==> config.mk <==
export PLATFORM = sky130hd
export DESIGN_NAME = vga_stream_ctrl
export DESIGN_NICKNAME = d
export VERILOG_FILES = /design/src/rtl/vga_stream_ctrl.sv
export SDC_FILE = /design/constraint.sdc
export NUM_CORES = 1
export LEC_CHECK = 0
export ABC_AREA = 1
export BUFFER_PORTS_ARGS = -buffer_cell sky130_fd_sc_hd__clkbuf_2
export CORE_MARGIN = 4
export CORE_UTILIZATION = 45
export DETAILED_ROUTE_END_ITERATION = 10
export GPL_TIMING_DRIVEN = 0
export PLACE_DENSITY = 0.71
export SYNTH_ARGS = -nofsm -noshare
export SYNTH_HDL_FRONTEND = slang
export SYNTH_SLANG_ARGS = --single-unit
==> constraint.sdc <==
create_clock -name VGA_CLK -period 4.55 [get_ports VGA_CLK]
set_clock_uncertainty 0.15 [all_clocks]
set_input_delay 0.455 -clock VGA_CLK [delete_from_list [all_inputs] [get_ports VGA_CLK]]
set_output_delay 0.455 -clock VGA_CLK [all_outputs]
set_load 0.01 [all_outputs]
==> src/rtl/vga_stream_ctrl.sv <==
// VGA pixel stream controller.
// Sequences the pixel FIFO against the display timing: waits for the FIFO to
// fill, starts on a frame boundary, reads one word per active pixel, and on
// underflow drains the FIFO and asks the writer to restart at frame address 0.
//
// state      | meaning
// -----------+-------------------------------------------------------------
// IDLE       | stream disabled, no reads
// WAIT_FILL  | waiting for FIFO level to reach the start threshold
// WAIT_SOF   | FIFO primed, waiting for the last pixel of the frame
// RUN        | streaming: one FIFO read per active pixel
// FLUSH      | underflow seen: drain FIFO, hold resync_req until acked
module vga_stream_ctrl #(
   parameter int HDISP  = 640,
   parameter int VDISP  = 480,
   parameter int HTOTAL = 800,
   parameter int VTOTAL = 524
) (
   input  logic        VGA_CLK,
   input  logic        RST,
   input  logic        enable,
   input  logic [10:0] ctH,
   input  logic [9:0]  ctV,
   input  logic        fifo_rempty,
   input  logic        fifo_ralmost_full,
   input  logic        resync_ack,
   output logic        fifo_read,
   output logic        pix_valid,
   output logic        resync_req,
   output logic [7:0]  frame_cnt,
   output logic [15:0] underflow_cnt,
   output logic [2:0]  state
);

   typedef enum logic [2:0] {
      ST_IDLE      = 3'd0,
      ST_WAIT_FILL = 3'd1,
      ST_WAIT_SOF  = 3'd2,
      ST_RUN       = 3'd3,
      ST_FLUSH     = 3'd4
   } state_t;

   localparam logic [10:0] H_DISP = 11'(HDISP);
   localparam logic [10:0] H_LAST = 11'(HTOTAL - 1);
   localparam logic [9:0]  V_DISP = 10'(VDISP);
   localparam logic [9:0]  V_LAST = 10'(VTOTAL - 1);

   state_t      state_q;
   logic        pix_valid_q;
   logic        resync_req_q;
   logic        ack_seen_q;
   logic [7:0]  frame_cnt_q;
   logic [7:0]  frame_cnt_d;
   logic [15:0] underflow_cnt_q;
   logic [15:0] underflow_cnt_d;

   logic active;
   logic sof;
   logic underflow;

   assign active    = (ctH < H_DISP) && (ctV < V_DISP);
   assign sof       = (ctH == H_LAST) && (ctV == V_LAST);
   assign underflow = (state_q == ST_RUN) && active && fifo_rempty;

   // FIFO read strobe: active pixels in RUN, unconditional drain in FLUSH.
   // Gated by enable so nothing is popped on the cycle the stream is dropped.
   always_comb begin
      fifo_read = 1'b0;
      if (!RST && enable) begin
         case (state_q)
            ST_RUN:   fifo_read = active && !fifo_rempty;
            ST_FLUSH: fifo_read = !fifo_rempty;
            default:  fifo_read = 1'b0;
         endcase
      end
   end

   // Counter next values; frame count skips a frame boundary that coincides
   // with leaving RUN, underflow count saturates.
   always_comb begin
      frame_cnt_d     = frame_cnt_q;
      underflow_cnt_d = underflow_cnt_q;
      if (enable) begin
         if (sof && ((state_q == ST_WAIT_SOF) || ((state_q == ST_RUN) && !underflow)))
            frame_cnt_d = frame_cnt_q + 8'd1;
         if (underflow && (underflow_cnt_q != 16'hFFFF))
            underflow_cnt_d = underflow_cnt_q + 16'd1;
      end
   end

   // Sequencing FSM with registered outputs and counters.
   always_ff @(posedge VGA_CLK) begin
      if (RST) begin
         state_q         <= ST_IDLE;
         pix_valid_q     <= 1'b0;
         resync_req_q    <= 1'b0;
         ack_seen_q      <= 1'b0;
         frame_cnt_q     <= 8'd0;
         underflow_cnt_q <= 16'd0;
      end else begin
         pix_valid_q     <= (state_q == ST_RUN) && fifo_read;
         frame_cnt_q     <= frame_cnt_d;
         underflow_cnt_q <= underflow_cnt_d;
         if (!enable) begin
            state_q      <= ST_IDLE;
            resync_req_q <= 1'b0;
            ack_seen_q   <= 1'b0;
         end else begin
            case (state_q)
               ST_IDLE: begin
                  state_q <= ST_WAIT_FILL;
               end
               ST_WAIT_FILL: begin
                  if (fifo_ralmost_full)
                     state_q <= ST_WAIT_SOF;
               end
               ST_WAIT_SOF: begin
                  if (sof)
                     state_q <= ST_RUN;
               end
               ST_RUN: begin
                  if (underflow) begin
                     state_q      <= ST_FLUSH;
                     resync_req_q <= 1'b1;
                     ack_seen_q   <= 1'b0;
                  end
               end
               ST_FLUSH: begin
                  if (resync_ack) begin
                     resync_req_q <= 1'b0;
                     ack_seen_q   <= 1'b1;
                  end
                  // ack and empty may arrive in either order or together
                  if ((ack_seen_q || resync_ack) && fifo_rempty) begin
                     state_q      <= ST_WAIT_FILL;
                     resync_req_q <= 1'b0;
                     ack_seen_q   <= 1'b0;
                  end
               end
               default: begin
                  state_q <= ST_IDLE;
               end
            endcase
         end
      end
   end

   assign pix_valid     = pix_valid_q;
   assign resync_req    = resync_req_q;
   assign frame_cnt     = frame_cnt_q;
   assign underflow_cnt = underflow_cnt_q;
   assign state         = state_q;

endmodule

### After elaboration in Yosys (flattened, before gate mapping)

Cells that the tools add are included.

* add/subtract/negate cells: 2
* $lt $le $gt $ge: 2
* eq/ne operators: 12
* mux-type cells: 15
* bitwise gates (word level): 1
* reduce and logical (&&, ||, !) cells: 23

Operators with widths (count)
* $add 16x1->16 const B: 1
* $ne 16x16->1 const B: 1
* $pmux 3 s5: 1
* $mux 3: 4
* $eq 11x10->1 const B: 1
* $logic_and 1x1->1: 11
* $lt 11x10->1 const B: 1
* $eq 10x10->1 const B: 1
* $lt 10x9->1 const B: 1
* $add 8x1->8 const B: 1
* $ne 2x2->1 const B: 4
* $mux 1: 7
* $eq 3x2->1 const B: 2
* $pmux 1 s2: 3
* $reduce_and 2->1: 2
* $reduce_and 4->1: 1
* $eq 3x1->1 const B: 1
* $eq 3x3->1 const B: 1
* $logic_not 1->1: 3
* $logic_not 3->1: 1
* $ne 3x3->1 const B: 1
* $reduce_and 3->1: 1
* $logic_or 1x1->1: 2
* $reduce_bool 2->1: 1
* other kinds (2): 2

* bits in registers: 30
* bits of input ports: 27

### Longest topological paths before layout

Gate-level depths: netlist of the first run.

* depth after elaboration: 9
* depth in mapped cells: 11
* gate-level depth less buffers: 11

### Least setup slack after synthesis of the first run

Ideal clock, no wire load.

* path type: flip-flop to flip-flop
* start: register underflow_cnt_q[0] (netlist: underflow_cnt[0])
* end: register underflow_cnt_q[1] (netlist: underflow_cnt[1])
* arrival: 1.625 ns
* required time: 4.284 ns
* path slack: 2.659 ns
* cell stages (with the launch flop): 12
* path buffers: 1
* clock period less this slack: 1.891 ns
* path through: dfxtp_1 -> ha_1 -> inv_1 -> nor2_2 -> nand2_1 -> nor2_1 -> nor2_2 -> nand2_4 -> inv_6 -> buf_12 -> nor2_1 -> nor2_1

* longest elaborated chain between the ends: 3

Ends and longest elaborated chain
* start, declared: line 54 `logic [15:0] underflow_cnt_q;`
* start signal, assigned: line 103 `underflow_cnt_q <= underflow_cnt_d;`
* branches (longest 3 deep; another with $add 16x1->16)

Several ways; the timed one is not identified.
A chain may end at the register's enable or synchronous reset.

### Worst setup path in the final report of the first run

* start: register underflow_cnt_q[0] (netlist: underflow_cnt[0])
* end: register underflow_cnt_q[10] (netlist: underflow_cnt[10])

The elaborated chain is that of the path after synthesis.

==> results.sh, run 1 <==
export IMPL_coreArea_um2=4030
export IMPL_cp_max_fo=10
export IMPL_syn_cell_area_um2=1890
export IMPL_via_count=1921
export IMPL_clock_fmax_mhz=469
export IMPL_maxSlewViolCount=0
export IMPL_seqPwrFrac=0.409
export IMPL_fin_hold_ws_ns=0.321
export IMPL_dieArea_um2=5300
export IMPL_cp_common_cell="nor2_2"
export IMPL_crit_slowest_cell="dfxtp_1"
export IMPL_cp_arrival_ns=2.13
export IMPL_fillers=411
export IMPL_synth_area_mux_share=0
export IMPL_post_route_period_util=0.469
export IMPL_initial_core_util=0.469
export IMPL_setup_slack_ns=2.42
export IMPL_startpoint_type="register"
export IMPL_synth_adder_area_share=0.0132
export IMPL_end_kind="register"
export IMPL_leakage_nw=1.09
export IMPL_final_common_cell="nand2_1"
export IMPL_cts_max_path_buffers=2
export IMPL_peakVddDrop_mv=0.139
export IMPL_gp_congestion=0.830
export IMPL_fin_nets=385
export IMPL_postCtsHoldBufs=0
export IMPL_via_per_inst=4.72
export IMPL_multi_input_area_um2=1070
export IMPL_status="finished clean"
export IMPL_p_total_mw=0.648
export IMPL_synth_top_family_by_area="simple AND/OR/NAND/NOR gates"
export IMPL_grt_antenna_before_repair=0
export IMPL_path_class="reg2reg"
export IMPL_synth_compound_area_share=0.0774
export IMPL_pwr_share_comb=0.059
export IMPL_synth_cells=294
export IMPL_grt_start_max_net_pins=11
export IMPL_p_sw_frac=0.207
export IMPL_grt_overflow=0
export IMPL_post_route_min_period_ns=2.13
export IMPL_cts_num_sinks=30
export IMPL_rr_startpoint="underflow_cnt[0]$_SDFFE_PP0P_"
export IMPL_instances_no_fill=407
export IMPL_drive_above_1_share=0.263
export IMPL_cellPowerDensity_nw_per_um2=273
export IMPL_drc=0
export IMPL_first_pass_iters=4
export IMPL_cts_resized=0
export IMPL_cp_required_ns=4.54
export IMPL_synthDistinctLibCells=27
export IMPL_power_switching_mw=0.134
export IMPL_min_path_type="reg2reg"
export IMPL_die_y_um=72.8
export IMPL_clk_latency_ns=0.29
export IMPL_cap_violations=0
export IMPL_cts_htree_levels=2
export IMPL_slew_headroom=0.558
export IMPL_setup_violations=0
export IMPL_internal_power_mw=0.514
export IMPL_cts_root_buf="clkbuf_8"
export IMPL_drt_initial_drc_count=89
export IMPL_wire_per_inst_um=10.7
export IMPL_antenna_cells=0
export IMPL_final_cell_mix="nand2_1, clkbuf_2, nor2_1, inv_1, dfxtp_1"
export IMPL_ant_nets=0
export IMPL_dp_hpwl_um=3360
export IMPL_cts_buffers=5
export IMPL_die_width_um=72.8
export IMPL_grt_total_usage=0.183
export IMPL_place_inst=399
export IMPL_grt_pass1_vias=1900
export IMPL_synth_nets=323
export IMPL_ios=57
export IMPL_io_buffers=55
export IMPL_hold_viol_final=0
export IMPL_synth_simple_area_share=0.422
export IMPL_tightest_slew_ns=0.663
export IMPL_regArea_um2=601
export IMPL_cp_slowest_stage_delay_ns=0.48
export IMPL_worstSetupStartpoint="underflow_cnt[0]$_SDFFE_PP0P_"
export IMPL_post_cts_buffers=0
export IMPL_rsz0062_at_grt="no"
export IMPL_routed_wl_um=4360
export IMPL_cts_tree="done"
export IMPL_place_ws_ns=2.44
export IMPL_cp_cell_sequence="ha_1 -> inv_1 -> nor2_2 -> nand2_1 -> nor2_1 -> nor2_2 -> nand2_4 -> inv_6 -> buf_12 -> nand2_2 -> a21oi_2"
export IMPL_post_synth_cell_area_avg_um2=6.43
export IMPL_ys_ff_latch=30
export IMPL_hp_start="ack_seen_q$_SDFFE_PP0P_"
export IMPL_ys_warnings_count=0
export IMPL_clk_pin_slew_ns=0.07
export IMPL_power_frac_clock=0.531
export IMPL_syn2layout_area_growth_pct=25.4
export IMPL_synth_xor_area_share=0.0556
export IMPL_ys_seq_area_frac=0.318
export IMPL_row_count=23
export IMPL_finalSetupTns_ns=0
export IMPL_grt_pass1_wl_um=7800
==> power by group through the flow <==
stage	Sequential [mW]	Combinational [mW]	Clock, mW
final	0.265	0.0385	0.344
after global routing	0.265	0.0443	0.357
after CTS	0.265	0.0390	0.351
after detailed placement	0.271	0.0386	0
after global placement	0.271	0.0380	0
after floorplan	0.272	0.0210	0
==> final timing paths <==
kind | end | slack, ns | depth (start not counted)
hold reg to reg | ack_seen_q$_SDFFE_PP0P_ | 0.32 | 2
setup / recovery | underflow_cnt[10]$_SDFFE_PP0P_ | 2.42 | 11
hold / removal | ack_seen_q$_SDFFE_PP0P_ | 0.32 | 2
setup reg to reg | underflow_cnt[10]$_SDFFE_PP0P_ | 2.42 | 11
==> cell usage after synthesis, drive strengths merged <==
library cell   n  share of area
nand2         86           0.19
nor2          49           0.11
inv           42          0.086
dfxtp         30           0.32
nand3         25          0.071
a21oi         19          0.066
nand4          9          0.030
nor3           6          0.016
xnor2          6          0.028
xor2           6          0.028
buf            4          0.022
o21ai          3         0.0079
clkbuf         2         0.0040
ha             2          0.013
or2            2         0.0066
clkinv         1         0.0020
nand3b         1         0.0040
o22ai          1         0.0033
==> registers in the layout, indices dropped and copies added (netlist names) <==
signal,count
frame_cnt,8
resync_req,1
pix_valid,1
state,3
ack_seen_q,1
underflow_cnt,16
==> worst max-delay path, delay by kind of cell, from the launching register on <==
family          cells  cell delay, ns
flops               1            0.48
fa+ha+maj           1            0.31
buf+inv             3            0.28
simple gates        6            0.71
compound gates      1            0.04
==> layer usage <==
metal,global-route usage,up-vias,share of wire
met2,0.322,38,0.49
met3,0.0537,6,0.049
li1,-,1042,-
met4,0.0512,0,0.0087
met5,0,-,0
met1,0.214,835,0.45
==> area by class of cell <==
type | count | share of cell area
multi-input combinational | 215 | 0.453
tap | 50 | 0.0264
clock buffer | 6 | 0.0348
buffer | 6 | 0.0206
clock inverter | 2 | 0.0253
sequential | 30 | 0.253
inverter | 43 | 0.0702
timing repair buffer | 55 | 0.116
==> cells by family after synthesis <==
| group | count (synthesis) |
|---|---|
| fa+ha+maj | 2 |
| xor+xnor | 12 |
| compound gates | 23 |
| flops | 30 |
| buf+inv | 49 |
| simple gates | 178 |
==> metrics by stage <==
step / utilization / cell area, µm²
2_1_floorplan: - / 1890
3_3_place_gp: 0.553 / 2230
3_5_place_dp: 0.553 / 2230
4_1_cts: 0.589 / 2370
5_1_grt: 0.589 / 2370
6_report: 0.589 / 2370
No activity file was read; power rests on OpenSTA's default activity.
==> inputs of run 2 (changes only) <==
--- a/config.mk
+++ b/config.mk
@@ -5,13 +5,13 @@
 export SDC_FILE = /design/constraint.sdc
 export NUM_CORES = 1
 export LEC_CHECK = 0
-export ABC_AREA = 1
+export ABC_AREA = 0
 export BUFFER_PORTS_ARGS = -buffer_cell sky130_fd_sc_hd__clkbuf_2
 export CORE_MARGIN = 4
 export CORE_UTILIZATION = 45
 export DETAILED_ROUTE_END_ITERATION = 10
 export GPL_TIMING_DRIVEN = 0
-export PLACE_DENSITY = 0.71
+export PLACE_DENSITY = 0.73
 export SYNTH_ARGS = -nofsm -noshare
 export SYNTH_HDL_FRONTEND = slang
 export SYNTH_SLANG_ARGS = --single-unit
==> constraint.sdc (replaced) <==
create_clock -name VGA_CLK -period 2.05 [get_ports VGA_CLK]
set_clock_uncertainty 0.15 [all_clocks]
set_input_delay 0.205 -clock VGA_CLK [delete_from_list [all_inputs] [get_ports VGA_CLK]]
set_output_delay 0.205 -clock VGA_CLK [all_outputs]
set_load 0.01 [all_outputs]
==> run 2 against run 1 <==
Compared with the run above: count of clock-buffer cells in the layout unchanged; highest routed layer unchanged; total power grew 63%; first-iteration DRC count rose by 57%; via count shrank 13%; sequential power rose by 120%; critical path depth decreased by 6; flip-flop and latch count did not move; largest cell class unchanged; synthesized cell count down 37%; register-to-register slack worse by 2.4 ns; sequential share of layout area increased by 2.0 points; synthesized area decreased by 15%; maximum frequency rose by 6.9%.
==> results.sh, run 2 <==
export IMPL_status="finished clean"
export IMPL_cp_arrival_ns=2.12
export IMPL_finalSetupTns_ns=0
export IMPL_rsz0062_at_grt="yes"
export IMPL_synth_simple_area_share=0.376
export IMPL_die_width_um=67.8
export IMPL_ys_warnings_count=0
export IMPL_synth_nets=214
export IMPL_synth_edff_count=0
export IMPL_routed_wl_um=4030
export IMPL_cp_required_ns=2.18
export IMPL_ys_ff_latch=30
export IMPL_hold_viol_final=0
export IMPL_final_common_cell="clkbuf_2"
export IMPL_cts_max_path_buffers=2
export IMPL_cp_cell_sequence="nand2_1 -> or4_4 -> or3_4 -> or3_1 -> a21oi_2"
export IMPL_grt_pass1_wl_um=6290
export IMPL_end_kind="register"
export IMPL_fin_nets=284
export IMPL_via_count=1678
export IMPL_dp_hpwl_um=2870
export IMPL_row_count=21
export IMPL_final_cell_mix="clkbuf_2, dfxtp_1, nor2_1, a21oi_1, nand2_1"
export IMPL_cts_num_sinks=30
export IMPL_post_route_min_period_ns=2.00
export IMPL_synth_common_cells="dfxtp_1, nor2_1, a21oi_1"
export IMPL_largest_register_ffs=16
export IMPL_drive_above_1_share=0.402
export IMPL_syn_cell_area_um2=1610
export IMPL_antenna_cells=0
export IMPL_cts_root_buf="clkbuf_4"
export IMPL_p_total_mw=1.06
export IMPL_clock_fmax_mhz=501
export IMPL_cts_buffers=5
export IMPL_gp_congestion=0.818
export IMPL_synthDistinctLibCells=44
export IMPL_clk_pin_slew_ns=0.10
export IMPL_die_y_um=67.8
export IMPL_path_class="reg2reg"
export IMPL_holdPathStages=3
export IMPL_cp_slowest_stage_delay_ns=0.47
export IMPL_drt_initial_drc_count=140
export IMPL_cpLargestDelayFamily="simple AND/OR/NAND/NOR gates"
export IMPL_synth_xor_area_share=0.0599
export IMPL_post_route_period_util=0.973
export IMPL_io_buffers=55
export IMPL_ys_seq_area_frac=0.373
export IMPL_grt_overflow=0
export IMPL_reg2reg_depth=5
export IMPL_setup_violations=0
export IMPL_grt_start_max_net_pins=11
export IMPL_grt_antenna_before_repair=0
export IMPL_drc=0
export IMPL_post_synth_top_count_cell="dfxtp_1"
export IMPL_async_reset_ff_frac=0
export IMPL_grt_total_usage=0.178
export IMPL_cp_num_cells=5
export IMPL_startpoint_type="register"
export IMPL_crit_slowest_cell="or4_4"
export IMPL_cts_htree_levels=2
export IMPL_clk_latency_ns=0.34
export IMPL_synth_compound_area_share=0.133
export IMPL_synth_top_family_by_area="simple AND/OR/NAND/NOR gates"
export IMPL_min_path_type="in2reg"
export IMPL_synth_area_top_cells="dfxtp_1, xnor2_1, a21oi_1"
export IMPL_p_sw_frac=0.255
export IMPL_wire_per_inst_um=13.3
export IMPL_cap_violations=0
export IMPL_tightest_slew_ns=0.513
export IMPL_cts_tree="done"
export IMPL_ant_nets=0
export IMPL_power_frac_clock=0.369
export IMPL_syn2layout_area_growth_pct=38.3
export IMPL_power_switching_mw=0.270
export IMPL_maxSlewViolCount=0
export IMPL_regArea_um2=608
export IMPL_via_per_inst=5.56
export IMPL_seqPwrFrac=0.554
export IMPL_cp_max_fo=4
export IMPL_synth_flop_cell="dfxtp_1"
export IMPL_peakVddDrop_mv=0.293
export IMPL_synth_largest_area_cell="dfxtp_1"
export IMPL_dieArea_um2=4600
export IMPL_place_ws_ns=-0.248
export IMPL_synth_top_area_share=0.373
export IMPL_leakage_nw=0.866
export IMPL_cellPowerDensity_nw_per_um2=475
export IMPL_synth_area_mux_share=0.0194
export IMPL_grt_pass1_vias=1438
export IMPL_crit_buf_inv=0
export IMPL_fillers=290
export IMPL_setup_slack_ns=0.0545
export IMPL_slew_headroom=0.658
export IMPL_post_synth_cell_area_avg_um2=8.70
export IMPL_multi_input_area_um2=1100
export IMPL_synth_adder_area_share=0.0156
export IMPL_coreArea_um2=3390
export IMPL_first_pass_iters=4
export IMPL_internal_power_mw=0.787
export IMPL_synth_cells=185
export IMPL_pwr_share_comb=0.078
export IMPL_ios=57
export IMPL_initial_core_util=0.475
==> run 2: worst reg2reg max path, delay by kind of cell, from the launching register on <==
kind,cells,cell delay (ns)
AO/OA/AOI/OAI,1,0.13
flip-flops,1,0.37
AND/OR/NAND/NOR,4,1.29
==> run 2: power groups by stage <==
| stage | sequential, mW | clock [mW] | combinational (mW) |
|---|---|---|---|
| 6_report | 0.585 | 0.390 | 0.0822 |
| 5_1_grt | 0.586 | 0.416 | 0.0902 |
| 4_1_cts | 0.587 | 0.392 | 0.0716 |
| 3_5_place_dp | 0.600 | 0 | 0.0684 |
| 3_3_place_gp | 0.600 | 0 | 0.0681 |
| 2_1_floorplan | 0.600 | 0 | 0.0308 |
==> run 2: cell type report <==
class,instances,area share
Buffer,6,0.0174
Clock inverter,2,0.00562
Multi-Input combinational cell,145,0.496
Inverter,4,0.00675
Clock buffer,6,0.0231
Timing Repair Buffer,63,0.152
Tap cell,46,0.0259
Sequential cell,30,0.273
==> run 2: per-stage QoR <==
step | cells | utilization | instance area [µm²] | hold WS (ns)
3_3_place_gp | 286 | 0.578 | 1960 | 0.315
3_5_place_dp | 286 | 0.578 | 1960 | 0.329
5_1_grt | 302 | 0.656 | 2220 | 0.0437
2_1_floorplan | 185 | - | 1630 | 0.131
4_1_cts | 296 | 0.614 | 2080 | 0.0282
6_report | 302 | 0.656 | 2220 | 0.0224
==> run 2: path summary, 6_finish.rpt <==
check | start | endpoint | slack, ns
worst max-delay path | state[0]$_SDFFE_PP0P_ | underflow_cnt[11]$_SDFFE_PP0P_ | 0.05
worst min-delay path | resync_ack | ack_seen_q$_SDFFE_PP0P_ | 0.02
worst max register to register | state[0]$_SDFFE_PP0P_ | underflow_cnt[11]$_SDFFE_PP0P_ | 0.05
worst min register to register | frame_cnt[7]$_SDFFE_PP0P_ | frame_cnt[7]$_SDFFE_PP0P_ | 0.34
==> run 2: timing repair <==
| item | 4_1_cts | 5_1_grt |
|---|---|---|
| pin swaps | 1 | 3 |
| hold endpoints to repair | 1 | 0 |
| gates cloned | 0 | 0 |
| resized for setup | 10 | 24 |
| setup endpoints to repair | 11 | 15 |
| hold buffers | 1 | 0 |
| buffers inserted | 1 | 6 |
==> run 2: cell families (layout without fill, tap and decap cells) <==
kind of cell / Yosys count / count (layout)
and+or+nand+nor: 95 / 95
AOI/OAI and AO/OA: 34 / 34
DFF: 30 / 30
xor gates and xnor gates: 11 / 11
buffers and inverters: 10 / 81
muxes: 3 / 3
adders and majority gates: 2 / 2
==> run 2: per-layer routing <==
metal  global-route usage  vias up  part of all wire
met5                    0        -                 0
met4               0.0596        0            0.0099
met3               0.0499        4             0.067
met2                0.264       47              0.46
met1                0.246      783              0.47
li1                     -      844                 -
==> inputs of run 3 (changes only) <==
--- a/config.mk
+++ b/config.mk
@@ -11,7 +11,7 @@
 export CORE_UTILIZATION = 45
 export DETAILED_ROUTE_END_ITERATION = 10
 export GPL_TIMING_DRIVEN = 0
-export PLACE_DENSITY = 0.73
+export PLACE_DENSITY_LB_ADDON = 0.2
 export SYNTH_ARGS = -nofsm -noshare
 export SYNTH_HDL_FRONTEND = slang
 export SYNTH_SLANG_ARGS = --single-unit
==> constraint.sdc (replaced) <==
create_clock -name VGA_CLK -period 2.05 [get_ports VGA_CLK]
set_clock_uncertainty 0.15 [all_clocks]
set_input_delay 0.205 -clock VGA_CLK [delete_from_list [all_inputs] [get_ports VGA_CLK]]
set_output_delay 0.205 -clock VGA_CLK [all_outputs]
set_load 0.02 [all_outputs]
==> run 3 against run 2 <==
Compared with the run above: hold slack worse by 0.0087 ns; register-to-register slack gained 0.03 ns; critical path type unchanged; critical path depth unchanged; core utilization down 1.3 points; non-clock buffer count decreased by 2; largest power group unchanged.
==> results.sh, run 3 (synthesis results as in run 2) <==
export IMPL_largest_register_ffs=16
export IMPL_p_sw_frac=0.246
export IMPL_seqPwrFrac=0.562
export IMPL_end_kind="register"
export IMPL_status="finished clean"
export IMPL_final_common_cell="clkbuf_2"
export IMPL_drc=0
export IMPL_holdPathStages=3
export IMPL_reg2reg_depth=5
export IMPL_fin_nets=282
export IMPL_pwr_share_comb=0.075
export IMPL_cp_slowest_stage_delay_ns=0.47
export IMPL_io_buffers=55
export IMPL_fin_util=0.644
export IMPL_clock_fmax_mhz=510
export IMPL_dp_hpwl_um=2950
export IMPL_clk_pin_slew_ns=0.10
export IMPL_cap_violations=0
export IMPL_cts_buffers=5
export IMPL_leakage_nw=0.865
export IMPL_post_route_min_period_ns=1.96
export IMPL_maxSlewViolCount=0
export IMPL_first_pass_iters=4
export IMPL_finalSetupTns_ns=0
export IMPL_wire_per_inst_um=13.7
export IMPL_drive_above_1_share=0.382
export IMPL_fin_hold_ws_ns=0.0137
export IMPL_power_switching_mw=0.256
export IMPL_path_class="reg2reg"
export IMPL_grt_total_usage=0.184
export IMPL_place_inst=286
export IMPL_cts_max_path_buffers=2
export IMPL_antenna_cells=0
export IMPL_cp_required_ns=2.17
export IMPL_routed_wl_um=4110
export IMPL_initial_core_util=0.475
export IMPL_die_width_um=67.8
export IMPL_coreArea_um2=3390
export IMPL_hold_viol_final=0
export IMPL_internal_power_mw=0.786
export IMPL_cpLargestDelayFamily="simple AND/OR/NAND/NOR gates"
export IMPL_fillers=303
export IMPL_crit_buf_inv=0
export IMPL_post_route_period_util=0.957
export IMPL_syn2layout_area_growth_pct=35.6
export IMPL_min_path_type="in2reg"
export IMPL_cts_root_buf="clkbuf_4"
export IMPL_final_cell_mix="clkbuf_2, dfxtp_1, nor2_1, a21oi_1, nand2_1"
export IMPL_via_per_inst=5.58
export IMPL_crit_slowest_cell="or4_4"
export IMPL_gp_congestion=0.773
export IMPL_hp_start="resync_ack"
export IMPL_peakVddDrop_mv=0.292
export IMPL_tightest_slew_ns=0.475
export IMPL_grt_start_max_net_pins=11
export IMPL_rrSetupSlack_ns=0.09
export IMPL_instances_no_fill=300
export IMPL_ios=57
export IMPL_clk_latency_ns=0.34
export IMPL_slew_headroom=0.683
export IMPL_crit_reg2reg_capture="underflow_cnt[11]$_SDFFE_PP0P_"
export IMPL_cts_tree="done"
export IMPL_grt_pass1_wl_um=6400
export IMPL_cts_htree_levels=2
export IMPL_cp_cell_sequence="nand2_1 -> or4_4 -> or3_4 -> or3_1 -> a21oi_1"
export IMPL_cts_num_sinks=30
export IMPL_via_count=1673
export IMPL_rr_startpoint="state[0]$_SDFFE_PP0P_"
export IMPL_grt_antenna_before_repair=0
export IMPL_cp_max_fo=6
export IMPL_drt_initial_drc_count=104
export IMPL_cp_arrival_ns=2.09
export IMPL_holdPathEnd="ack_seen_q$_SDFFE_PP0P_"
export IMPL_startpoint_type="register"
export IMPL_cp_num_cells=5
export IMPL_multi_input_area_um2=1080
export IMPL_grt_overflow=0
export IMPL_grt_pass1_vias=1443
export IMPL_setup_violations=0
export IMPL_regArea_um2=612
export IMPL_die_y_um=67.8
export IMPL_ant_nets=0
export IMPL_row_count=21
export IMPL_power_frac_clock=0.363
export IMPL_cellPowerDensity_nw_per_um2=477
export IMPL_dieArea_um2=4600
run 3: final cells by class:
class                      instances  area share
clock buffer                       7      0.0252
inverter                           4     0.00688
buffer                             5      0.0120
sequential                        30       0.280
timing repair buffer              62       0.153
clock inverter                     1     0.00229
tap                               46      0.0264
multi-input combinational        145       0.494
run 3: timing repair:
action / in CTS / in global routing
hold endpoints to repair: 1 / 0
resized for setup: 8 / 19
pin swaps: 1 / 5
setup buffers: 1 / 5
cloned: 0 / 0
hold buffers: 1 / 0
endpoints found under the setup margin: 3 / 18
run 3: routing by layer:
layer,part of all wire,vias up,track usage,wire length [µm]
met5,0,-,0,0
met4,0.0092,0,0.0620,38
met3,0.055,5,0.0566,228
met2,0.49,40,0.284,2020
met1,0.45,793,0.241,1830
li1,-,835,-,-
run 3: worst min-delay path, stage by stage:
cell and delay [ns]:
clkbuf_2 0.10, a32oi_1 0.09, nor2_1 0.08
run 3: worst max-delay path by stage:
stage                                              from  slack [ns]                        endpoint
after global placement                           ctV[5]       -0.24  underflow_cnt[14]$_SDFFE_PP0P_
after floorplan           underflow_cnt[0]$_SDFFE_PP0P_       0.007   underflow_cnt[6]$_SDFFE_PP0P_
after detailed placement                         ctV[5]       -0.26  underflow_cnt[14]$_SDFFE_PP0P_
after CTS                         state[0]$_SDFFE_PP0P_       0.008  underflow_cnt[11]$_SDFFE_PP0P_
final                             state[0]$_SDFFE_PP0P_        0.09  underflow_cnt[11]$_SDFFE_PP0P_
after global routing              state[1]$_SDFFE_PP0P_       -0.01   underflow_cnt[6]$_SDFFE_PP0P_
run 3: stage by stage:
| step | power (mW) | setup WS, ns | instance area (µm²) |
|---|---|---|---|
| floorplan | 0.633 | 0.00659 | 1630 |
| global placement | 0.670 | -0.241 | 1960 |
| detailed placement | 0.671 | -0.261 | 1960 |
| CTS | 1.05 | 0.00775 | 2080 |
| global route | 1.08 | -0.0148 | 2180 |
| finish | 1.04 | 0.0886 | 2180 |
run 3: power by group through the flow:
stage	logic [mW]	registers (mW)	clock network (mW)
3_5_place_dp	0.0705	0.600	0
5_1_grt	0.0868	0.586	0.408
2_1_floorplan	0.0308	0.602	0
6_report	0.0786	0.585	0.378
4_1_cts	0.0734	0.587	0.387
3_3_place_gp	0.0692	0.601	0
